`config.mk`:
```
export PLATFORM = sky130hd
export DESIGN_NAME = evaluate_taper_sum_flat
export DESIGN_NICKNAME = d
export VERILOG_FILES = /design/src/rtl/evaluate_taper_sum_pkg.sv /design/src/rtl/evaluate_taper_sum_if.sv /design/src/rtl/evaluate_taper_sum_taper_mac.sv /design/src/rtl/evaluate_taper_sum.sv /design/src/flat_wrapper.sv
export SDC_FILE = /design/constraint.sdc
export NUM_CORES = 2
export LEC_CHECK = 0
export CORE_MARGIN = 4
export CORE_UTILIZATION = 60
export DETAILED_ROUTE_END_ITERATION = 10
export GPL_TIMING_DRIVEN = 1
export PLACE_DENSITY = 0.9
export SLEW_MARGIN = 10
export SYNTH_ARGS = -nofsm -noshare
export SYNTH_HDL_FRONTEND = slang
export SYNTH_SLANG_ARGS = --single-unit
```
`constraint.sdc`:
```
create_clock -name clk -period 16.7 [get_ports clk]
set_input_delay 5.01 -clock clk [delete_from_list [all_inputs] [get_ports clk]]
set_output_delay 5.01 -clock clk [all_outputs]
set_load 0.05 [all_outputs]
```
`src/rtl/evaluate_taper_sum_pkg.sv`:
```
// Shared constants, state encoding and width helpers for the taper-sum evaluator.
package evaluate_taper_sum_pkg;

    localparam int unsigned DEF_EVAL_WIDTH  = 24;
    localparam int unsigned DEF_NUM_TERMS   = 4;
    localparam int unsigned DEF_PHASE_SHIFT = 8;
    localparam int unsigned DEF_TIMEOUT     = 64;
    localparam int unsigned DEF_FULL_PHASE  = 32'd1 << DEF_PHASE_SHIFT;

    typedef enum logic [2:0] {
        ST_IDLE  = 3'd0,
        ST_WAIT  = 3'd1,
        ST_SUM   = 3'd2,
        ST_TAPER = 3'd3,
        ST_DONE  = 3'd4,
        ST_ERR   = 3'd5
    } state_e;

    // Width that holds the sum of nt signed ew-bit terms without overflow.
    function automatic int unsigned sum_width(input int unsigned ew, input int unsigned nt);
        return ew + $clog2(nt);
    endfunction

endpackage

```
`src/rtl/evaluate_taper_sum_if.sv`:
```
// Evaluator-bank side bus of the taper-sum block: board control, terms in, tapered score out.
interface evaluate_taper_sum_if
    import evaluate_taper_sum_pkg::*;
#(
    parameter int unsigned EVAL_WIDTH  = DEF_EVAL_WIDTH,
    parameter int unsigned NUM_TERMS   = DEF_NUM_TERMS,
    parameter int unsigned PHASE_SHIFT = DEF_PHASE_SHIFT
);
    logic                            board_valid;
    logic                            clear_eval;
    logic [PHASE_SHIFT:0]            phase;
    logic [NUM_TERMS-1:0]            term_valid;
    logic [NUM_TERMS*EVAL_WIDTH-1:0] term_mg;
    logic [NUM_TERMS*EVAL_WIDTH-1:0] term_eg;
    logic [EVAL_WIDTH-1:0]           eval;
    logic                            eval_valid;
    logic                            eval_error;

    modport master (
        output board_valid, clear_eval, phase, term_valid, term_mg, term_eg,
        input  eval, eval_valid, eval_error
    );

    modport slave (
        input  board_valid, clear_eval, phase, term_valid, term_mg, term_eg,
        output eval, eval_valid, eval_error
    );
endinterface

```
`src/rtl/evaluate_taper_sum_taper_mac.sv`:
```
// Registered phase blend: (mg*ph + eg*(full-ph)) >>> PHASE_SHIFT, saturated to the symmetric score range.
module evaluate_taper_sum_taper_mac #(
    parameter int unsigned EVAL_WIDTH  = 24,
    parameter int unsigned SUM_W       = 26,
    parameter int unsigned PHASE_SHIFT = 8
) (
    input  logic                         clk,
    input  logic                         reset,
    input  logic                         load_i,
    input  logic signed [SUM_W-1:0]      sum_mg_i,
    input  logic signed [SUM_W-1:0]      sum_eg_i,
    input  logic        [PHASE_SHIFT:0]  phase_i,
    output logic signed [EVAL_WIDTH-1:0] eval_o
);
    localparam int unsigned PW         = SUM_W + PHASE_SHIFT + 3;
    localparam int unsigned FULL_PHASE = 32'd1 << PHASE_SHIFT;
    localparam logic signed [PW-1:0] MAX_S = PW'({(EVAL_WIDTH-1){1'b1}});
    localparam logic signed [PW-1:0] MIN_S = -MAX_S;

    logic signed [PHASE_SHIFT+1:0] ph_c;
    logic signed [PHASE_SHIFT+1:0] inv_c;
    logic signed [PW-1:0]          prod_c;
    logic signed [PW-1:0]          shr_c;
    logic signed [PW-1:0]          sat_c;
    logic signed [EVAL_WIDTH-1:0]  eval_q;

    // Arithmetic shift gives floor rounding; clamp is symmetric, so -2**(W-1) is never produced.
    always_comb begin
        ph_c   = $signed({1'b0, phase_i});
        inv_c  = $signed((PHASE_SHIFT+2)'(FULL_PHASE)) - ph_c;
        prod_c = PW'(sum_mg_i) * PW'(ph_c) + PW'(sum_eg_i) * PW'(inv_c);
        shr_c  = prod_c >>> PHASE_SHIFT;
        if (shr_c > MAX_S) begin
            sat_c = MAX_S;
        end else if (shr_c < MIN_S) begin
            sat_c = MIN_S;
        end else begin
            sat_c = shr_c;
        end
    end

    always_ff @(posedge clk or negedge reset) begin
        if (!reset) begin
            eval_q <= '0;
        end else if (load_i) begin
            eval_q <= EVAL_WIDTH'(sat_c);
        end
    end

    assign eval_o = eval_q;

endmodule

```
`src/rtl/evaluate_taper_sum.sv`:
```
// Collects per-evaluator mg/eg terms, sums them and blends by game phase into one signed score.
module evaluate_taper_sum
    import evaluate_taper_sum_pkg::*;
#(
    parameter int unsigned EVAL_WIDTH  = DEF_EVAL_WIDTH,
    parameter int unsigned NUM_TERMS   = DEF_NUM_TERMS,
    parameter int unsigned PHASE_SHIFT = DEF_PHASE_SHIFT,
    parameter int unsigned TIMEOUT     = DEF_TIMEOUT
) (
    input logic                 clk,
    input logic                 reset,
    evaluate_taper_sum_if.slave bus
);
    localparam int unsigned SUM_W      = sum_width(EVAL_WIDTH, NUM_TERMS);
    localparam int unsigned PH_W       = PHASE_SHIFT + 1;
    localparam int unsigned TMR_W      = $clog2(TIMEOUT) + 1;
    localparam int unsigned FULL_PHASE = 32'd1 << PHASE_SHIFT;

    state_e                       state_q, state_d;
    logic [NUM_TERMS-1:0]         flags_q, flags_d;
    logic [NUM_TERMS-1:0]         cap_c;
    logic [TMR_W-1:0]             timer_q, timer_d;
    logic [PH_W-1:0]              phase_q, phase_d, phase_clamp_c;
    logic signed [SUM_W-1:0]      sum_mg_q, sum_mg_d, sum_mg_c;
    logic signed [SUM_W-1:0]      sum_eg_q, sum_eg_d, sum_eg_c;
    logic                         eval_valid_q, eval_valid_d;
    logic                         eval_error_q, eval_error_d;
    logic                         load_c;
    logic signed [EVAL_WIDTH-1:0] mg_q [NUM_TERMS];
    logic signed [EVAL_WIDTH-1:0] eg_q [NUM_TERMS];
    logic signed [EVAL_WIDTH-1:0] eval_q;

    assign phase_clamp_c = (bus.phase > PH_W'(FULL_PHASE)) ? PH_W'(FULL_PHASE) : bus.phase;

    // Only first arrival of each term is kept; board_valid/clear_eval cycles discard captures.
    assign cap_c = (state_q == ST_WAIT && !bus.board_valid && !bus.clear_eval)
                 ? (bus.term_valid & ~flags_q) : '0;

    always_ff @(posedge clk or negedge reset) begin
        if (!reset) begin
            for (int i = 0; i < int'(NUM_TERMS); i++) begin
                mg_q[i] <= '0;
                eg_q[i] <= '0;
            end
        end else begin
            for (int i = 0; i < int'(NUM_TERMS); i++) begin
                if (cap_c[i]) begin
                    mg_q[i] <= $signed(bus.term_mg[i*EVAL_WIDTH +: EVAL_WIDTH]);
                    eg_q[i] <= $signed(bus.term_eg[i*EVAL_WIDTH +: EVAL_WIDTH]);
                end
            end
        end
    end

    always_comb begin
        sum_mg_c = '0;
        sum_eg_c = '0;
        for (int i = 0; i < int'(NUM_TERMS); i++) begin
            sum_mg_c = sum_mg_c + SUM_W'(mg_q[i]);
            sum_eg_c = sum_eg_c + SUM_W'(eg_q[i]);
        end
    end

    always_ff @(posedge clk or negedge reset) begin
        if (!reset) begin
            state_q      <= ST_IDLE;
            flags_q      <= '0;
            timer_q      <= '0;
            phase_q      <= '0;
            sum_mg_q     <= '0;
            sum_eg_q     <= '0;
            eval_valid_q <= 1'b0;
            eval_error_q <= 1'b0;
        end else begin
            state_q      <= state_d;
            flags_q      <= flags_d;
            timer_q      <= timer_d;
            phase_q      <= phase_d;
            sum_mg_q     <= sum_mg_d;
            sum_eg_q     <= sum_eg_d;
            eval_valid_q <= eval_valid_d;
            eval_error_q <= eval_error_d;
        end
    end

    // board_valid outranks clear_eval, which outranks normal sequencing.
    always_comb begin
        state_d      = state_q;
        flags_d      = flags_q;
        timer_d      = timer_q;
        phase_d      = phase_q;
        sum_mg_d     = sum_mg_q;
        sum_eg_d     = sum_eg_q;
        eval_valid_d = eval_valid_q;
        eval_error_d = eval_error_q;
        load_c       = 1'b0;

        if (bus.board_valid) begin
            phase_d      = phase_clamp_c;
            flags_d      = '0;
            timer_d      = '0;
            eval_valid_d = 1'b0;
            eval_error_d = 1'b0;
            state_d      = ST_WAIT;
        end else if (bus.clear_eval) begin
            flags_d      = '0;
            timer_d      = '0;
            eval_valid_d = 1'b0;
            eval_error_d = 1'b0;
            state_d      = ST_IDLE;
        end else begin
            case (state_q)
                ST_WAIT: begin
                    flags_d = flags_q | cap_c;
                    timer_d = timer_q + TMR_W'(1);
                    if (&flags_d) begin
                        state_d = ST_SUM;
                    end else if (timer_q == TMR_W'(TIMEOUT - 1)) begin
                        eval_error_d = 1'b1;
                        state_d      = ST_ERR;
                    end
                end
                ST_SUM: begin
                    sum_mg_d = sum_mg_c;
                    sum_eg_d = sum_eg_c;
                    state_d  = ST_TAPER;
                end
                ST_TAPER: begin
                    load_c       = 1'b1;
                    eval_valid_d = 1'b1;
                    state_d      = ST_DONE;
                end
                ST_IDLE, ST_DONE, ST_ERR: begin
                    state_d = state_q;
                end
                default: begin
                    state_d = ST_IDLE;
                end
            endcase
        end
    end

    evaluate_taper_sum_taper_mac #(
        .EVAL_WIDTH  (EVAL_WIDTH),
        .SUM_W       (SUM_W),
        .PHASE_SHIFT (PHASE_SHIFT)
    ) u_taper_mac (
        .clk      (clk),
        .reset    (reset),
        .load_i   (load_c),
        .sum_mg_i (sum_mg_q),
        .sum_eg_i (sum_eg_q),
        .phase_i  (phase_q),
        .eval_o   (eval_q)
    );

    assign bus.eval       = eval_q;
    assign bus.eval_valid = eval_valid_q;
    assign bus.eval_error = eval_error_q;

endmodule
```
`src/flat_wrapper.sv`:
```
// flat-port wrapper written by rule: the top's interface ports become plain ports
module evaluate_taper_sum_flat import evaluate_taper_sum_pkg::*;
#(
    parameter int unsigned EVAL_WIDTH  = DEF_EVAL_WIDTH,
    parameter int unsigned NUM_TERMS   = DEF_NUM_TERMS,
    parameter int unsigned PHASE_SHIFT = DEF_PHASE_SHIFT,
    parameter int unsigned TIMEOUT     = DEF_TIMEOUT
)
  (clk, reset, bus_board_valid, bus_clear_eval, bus_phase, bus_term_valid, bus_term_mg, bus_term_eg, bus_eval, bus_eval_valid, bus_eval_error);
  evaluate_taper_sum_if #(.EVAL_WIDTH(EVAL_WIDTH), .NUM_TERMS(NUM_TERMS), .PHASE_SHIFT(PHASE_SHIFT)) bus_i ();
  input logic clk;
  input logic reset;
  input wire logic [$bits(bus_i.board_valid)-1:0] bus_board_valid;
  input wire logic [$bits(bus_i.clear_eval)-1:0] bus_clear_eval;
  input wire logic [$bits(bus_i.phase)-1:0] bus_phase;
  input wire logic [$bits(bus_i.term_valid)-1:0] bus_term_valid;
  input wire logic [$bits(bus_i.term_mg)-1:0] bus_term_mg;
  input wire logic [$bits(bus_i.term_eg)-1:0] bus_term_eg;
  output wire logic [$bits(bus_i.eval)-1:0] bus_eval;
  output wire logic [$bits(bus_i.eval_valid)-1:0] bus_eval_valid;
  output wire logic [$bits(bus_i.eval_error)-1:0] bus_eval_error;
  assign bus_i.board_valid = bus_board_valid;
  assign bus_i.clear_eval = bus_clear_eval;
  assign bus_i.phase = bus_phase;
  assign bus_i.term_valid = bus_term_valid;
  assign bus_i.term_mg = bus_term_mg;
  assign bus_i.term_eg = bus_term_eg;
  assign bus_eval = bus_i.eval;
  assign bus_eval_valid = bus_i.eval_valid;
  assign bus_eval_error = bus_i.eval_error;
  evaluate_taper_sum #(.EVAL_WIDTH(EVAL_WIDTH), .NUM_TERMS(NUM_TERMS), .PHASE_SHIFT(PHASE_SHIFT), .TIMEOUT(TIMEOUT)) u_core (.clk(clk), .reset(reset), .bus(bus_i));
endmodule
```
==> results summary <==
The core box area came out at 55090 um2. The sequential share of power came out at 0.218. The share of total power dissipated in combinational logic is 0.601. The basic-gate share of the synthesized area counting and, or, nand and nor cells came out at 0.1233.

The layout overhead on the synthesized area is 12.24%. Counting every instance in the synthesized netlist gives 3242. For the worst flop-to-flop path, the logic depth is 29. In this run the tightest slew margin relative to its limit is 0.1846. The sink count of the clock tree came out at 293. The number of levels the H-tree was split into came out at 2. The biggest area contributor in the post-synthesis netlist is sky130_fd_sc_hd__fa_1. The number of rows created at floorplan is 86. The number of distinct library cells after synthesis came out at 77. The maximum number of pins on one net before global-route repair is 96.

The adder and majority gate portion of the synthesized area is 0.4155. The effective utilization at floorplan came out at 0.6050. The number of flops mapped to enable cells by yosys is 0. The proportion of total power due to net switching is 0.4445. The clock latency on the worst-skew pair is 0.56 ns. The multiplexer share of the synthesized area is 0.07035. The global route total overflow is 0.

In this run, CTS created clock tree buffers numbering 34. The arrival time reported for the critical path endpoint is 10.50 ns. The max-slew violation count came out at 0. The share of layout cells above drive strength 1 came out at 0.09438. The routed layout has 24270 vias. Along the worst path, the maximum fanout reaches 37. The mean number of vias per cell is 5.848. The worst-case IR drop observed on VDD is 152.9 uV.

The relative contribution of the clock network to total power came out at 0.181. The minimum clock period is 10.03 ns. The number of gates resized after CTS was 0. The leakage component of the power came out at 17.74 nW. The critical path is of the register to register type.

The hold buffer count at cts is 0. The worst register-to-register path begins at u_core.phase_q[0]. Counting stages on the worst path, the most repeated cell is sky130_fd_sc_hd__fa_1. Between clock sinks in the finished design, the worst skew comes to 0.01935 ns.

The width of the chip came out at 243.7 um. The minimum setup slack among reg-to-reg paths came out at 6.67 ns. Summed over all nets, the half-perimeter wirelength after detailed placement is 66.92 mm.

The clock tree root driver cell is sky130_fd_sc_hd__clkbuf_16. The post-route worst hold slack came out at 0.4996 ns. TritonCTS built the clock tree.

The first TritonRoute pass finished after 8 iterations. For the worst setup path, the data required time is 17.17 ns. The share of synthesized area in the top cell type comes to 0.3502. Of the synthesized area, sequential elements account for 0.2200.

The die outline area came out at 59390 um2. In this run the most critical hold path is launched from u_core.u_taper_mac.eval_o[21]. The I/O pin count is 235. In this run the critical register-to-register path is captured at u_core.u_taper_mac.eval_o[14]. The post-synthesis instance area came out at 33330 um2.

The number of setup buffers added after CTS came out at 0. Dividing the synthesized area by the synthesized cell count gives 10.28 um2. From bottom edge to top edge, the die measures 243.7 um. For hold timing, the worst endpoint is u_core.u_taper_mac.eval_o[21].

The overall global routing resource usage came out at 0.3042. The most common cell in the synthesized netlist is sky130_fd_sc_hd__fa_1. The first-pass GRT wire length is 144.1 mm.

The complex-gate fraction of the synthesized area came out at 0.06757. The net count after synthesis is 4208. The register bit count reported by yosys came out at 293. The setup violation total in the final timing report came out at 0. The capturing element type of the critical path is a register.

Of the total synthesized cell area, the portion taken by XOR and XNOR cells is 0.02204. The async set-reset flop share out of synthesis is 1.000. The analysis attributes to net switching a power of 1.936 mW. The internal power consumption is 2.419 mW.

The initial antenna violation count came out at 1. Among all flip-flop cells after synthesis, the most frequent one is sky130_fd_sc_hd__dfrtp_1. The startpoint kind of the worst setup timing path is a register.

The path class of the tightest hold or removal check is register to register. The net count of the finished layout is 4346. For this run, the number of Yosys warnings is 0. The placer's final routability congestion estimate is 0.9429.

The run finished with clean final reports. The number of global-route vias before repair is 27050. The clock passes through at most 3 buffers.

The total power consumption of the routed design came out at 4.355 mW. Derived from the worst setup path, the maximum achievable clock frequency is 0.09973 GHz. In this run the remaining antenna-violating nets after routing total 0. The final hold violation count came out at 0. After routing, the total negative slack on setup checks comes to 0 ns. In the final routed layout, each cell accounts on average for 21.34 um. For this block, the initial DRC count from the detailed router was 2143. After synthesis, the largest family of logic cells by area is adder cells. For this run, design rule violations remaining after detail routing come to 0. Of the available clock period, the critical path in the final layout requires 0.6004.

The slowest stage of the critical path is the sky130_fd_sc_hd__a211oi_2 cell. Counting instances, the worst hold path has a depth of 2. In the post-synthesis netlist, the biggest area contributors are sky130_fd_sc_hd__fa_1, sky130_fd_sc_hd__dfrtp_1, sky130_fd_sc_hd__mux2_2, sky130_fd_sc_hd__ha_1, sky130_fd_sc_hd__inv_1.

The worst stage delay on the critical path is 0.83 ns. Sorting the synthesized cells by how often they occur yields sky130_fd_sc_hd__fa_1, sky130_fd_sc_hd__inv_1, sky130_fd_sc_hd__nand2_1. The count of buffers added on input and output ports is 234. The clock-pin slew on the worst setup and hold paths is 0.05 ns. The slew at the pin with the worst max-slew slack is 1.223 ns. The final wirelength is 88.55 mm.

Setup repair after global routing left no endpoint under its margin. The count of maximum capacitance violations came out at 0. For this design the ratio of total power to cell area is 116.4 nW/um2.
[how the worst max path moves through the flow]
stage	from	endpoint	slack [ns]	cells after the start
final	u_core.phase_q[0]	u_core.u_taper_mac.eval_o[14]	6.67	29
after CTS	u_core.phase_q[0]	u_core.u_taper_mac.eval_o[14]	6.74	29
after floorplan	u_core.phase_q[3]	u_core.u_taper_mac.eval_o[10]	8.32	32
after detailed placement	u_core.phase_q[0]	u_core.u_taper_mac.eval_o[11]	6.80	29
after global placement	u_core.phase_q[0]	u_core.u_taper_mac.eval_o[14]	7.05	29
after global routing	u_core.phase_q[0]	u_core.u_taper_mac.eval_o[0]	6.21	28
[state kept, by name, indices dropped and copies added, names as in the netlist]
name                       flops
u_core.mg_q                   96
u_core.flags_q                 4
u_core.timer_q                 7
u_core.u_taper_mac.eval_o     24
u_core.bus.eval_error          1
u_core.sum_eg_q               26
u_core.state_q                 3
u_core.sum_mg_q               26
u_core.eg_q                   96
u_core.bus.eval_valid          1
u_core.phase_q                 9
[power by group through the flow]
| stage | Clock (mW) | Combinational, mW | Sequential [mW] |
|---|---|---|---|
| 3_5_place_dp | 0 | 2.46 | 0.954 |
| 6_report | 0.787 | 2.62 | 0.950 |
| 2_1_floorplan | 0 | 1.82 | 0.917 |
| 4_1_cts | 0.796 | 2.55 | 0.947 |
| 5_1_grt | 0.821 | 2.86 | 0.963 |
| 3_3_place_gp | 0 | 2.34 | 0.941 |
[kinds of logic after synthesis]
family | after synthesis
AO/OA/AOI/OAI | 342
XOR/XNOR | 83
adder cells (fa/ha/maj) | 757
buffers and inverters | 716
flip-flops | 293
multiplexers | 209
AND/OR/NAND/NOR | 842
[through the flow]
step / setup slack, ns / instances / area [um2] / util
after floorplan: 8.317 / 3242 / 33330 / -
after detailed placement: 6.796 / 4092 / 36260 / 0.6581
final: 6.673 / 4150 / 37410 / 0.6791
after global routing: 6.214 / 4150 / 37410 / 0.6791
after global placement: 7.048 / 4092 / 36260 / 0.6581
after CTS: 6.741 / 4149 / 37410 / 0.6790
[routing by layer]
metal	up-vias	global-route usage	wire [um]
li1	10370	-	-
met1	12170	0.3879	33080
met2	1423	0.5065	42420
met3	303	0.07990	9329
met4	0	0.1109	3722
met5	-	0	0
[cell usage in the layout (no fill, tap or decap), types with 23 or more instances in the layout]
cell type	n
sky130_fd_sc_hd__nor2_1	89
sky130_fd_sc_hd__inv_1	561
sky130_fd_sc_hd__dfrtp_1	293
sky130_fd_sc_hd__xor2_1	32
sky130_fd_sc_hd__clkdlybuf4s50_1	233
sky130_fd_sc_hd__nand2_1	377
sky130_fd_sc_hd__buf_4	23
sky130_fd_sc_hd__nor2b_1	29
sky130_fd_sc_hd__o31ai_1	24
sky130_fd_sc_hd__clkbuf_16	35
sky130_fd_sc_hd__and2_1	195
sky130_fd_sc_hd__a21o_1	30
sky130_fd_sc_hd__nor3_1	28
sky130_fd_sc_hd__ha_1	174
sky130_fd_sc_hd__xnor2_1	45
sky130_fd_sc_hd__nand2b_1	29
sky130_fd_sc_hd__a21oi_1	91
sky130_fd_sc_hd__mux2_2	202
sky130_fd_sc_hd__fa_1	583
sky130_fd_sc_hd__o21ai_0	87
[layout make-up]
cell class                 count  area [um2]
fill                        3758       17680
timing repair buffer         257        2520
multi-input combinational   2233       23360
tap                          748       935.9
inverter                     561        2106
clock buffer                  47       970.9
antenna                        1       2.502
clock inverter                10       178.9
sequential                   293        7332
[worst max-delay path, delay by kind of cell (launching register included)]
kind / cells / cell delay [ns]
AO/OA/AOI/OAI: 9 / 2.89
XOR/XNOR: 1 / 0.73
adder cells (fa/ha/maj): 9 / 4.22
buffers and inverters: 7 / 0.82
flip-flops: 1 / 0.66
multiplexers: 1 / 0.14
AND/OR/NAND/NOR: 2 / 0.42
No activity file was read; power rests on OpenSTA's default activity.
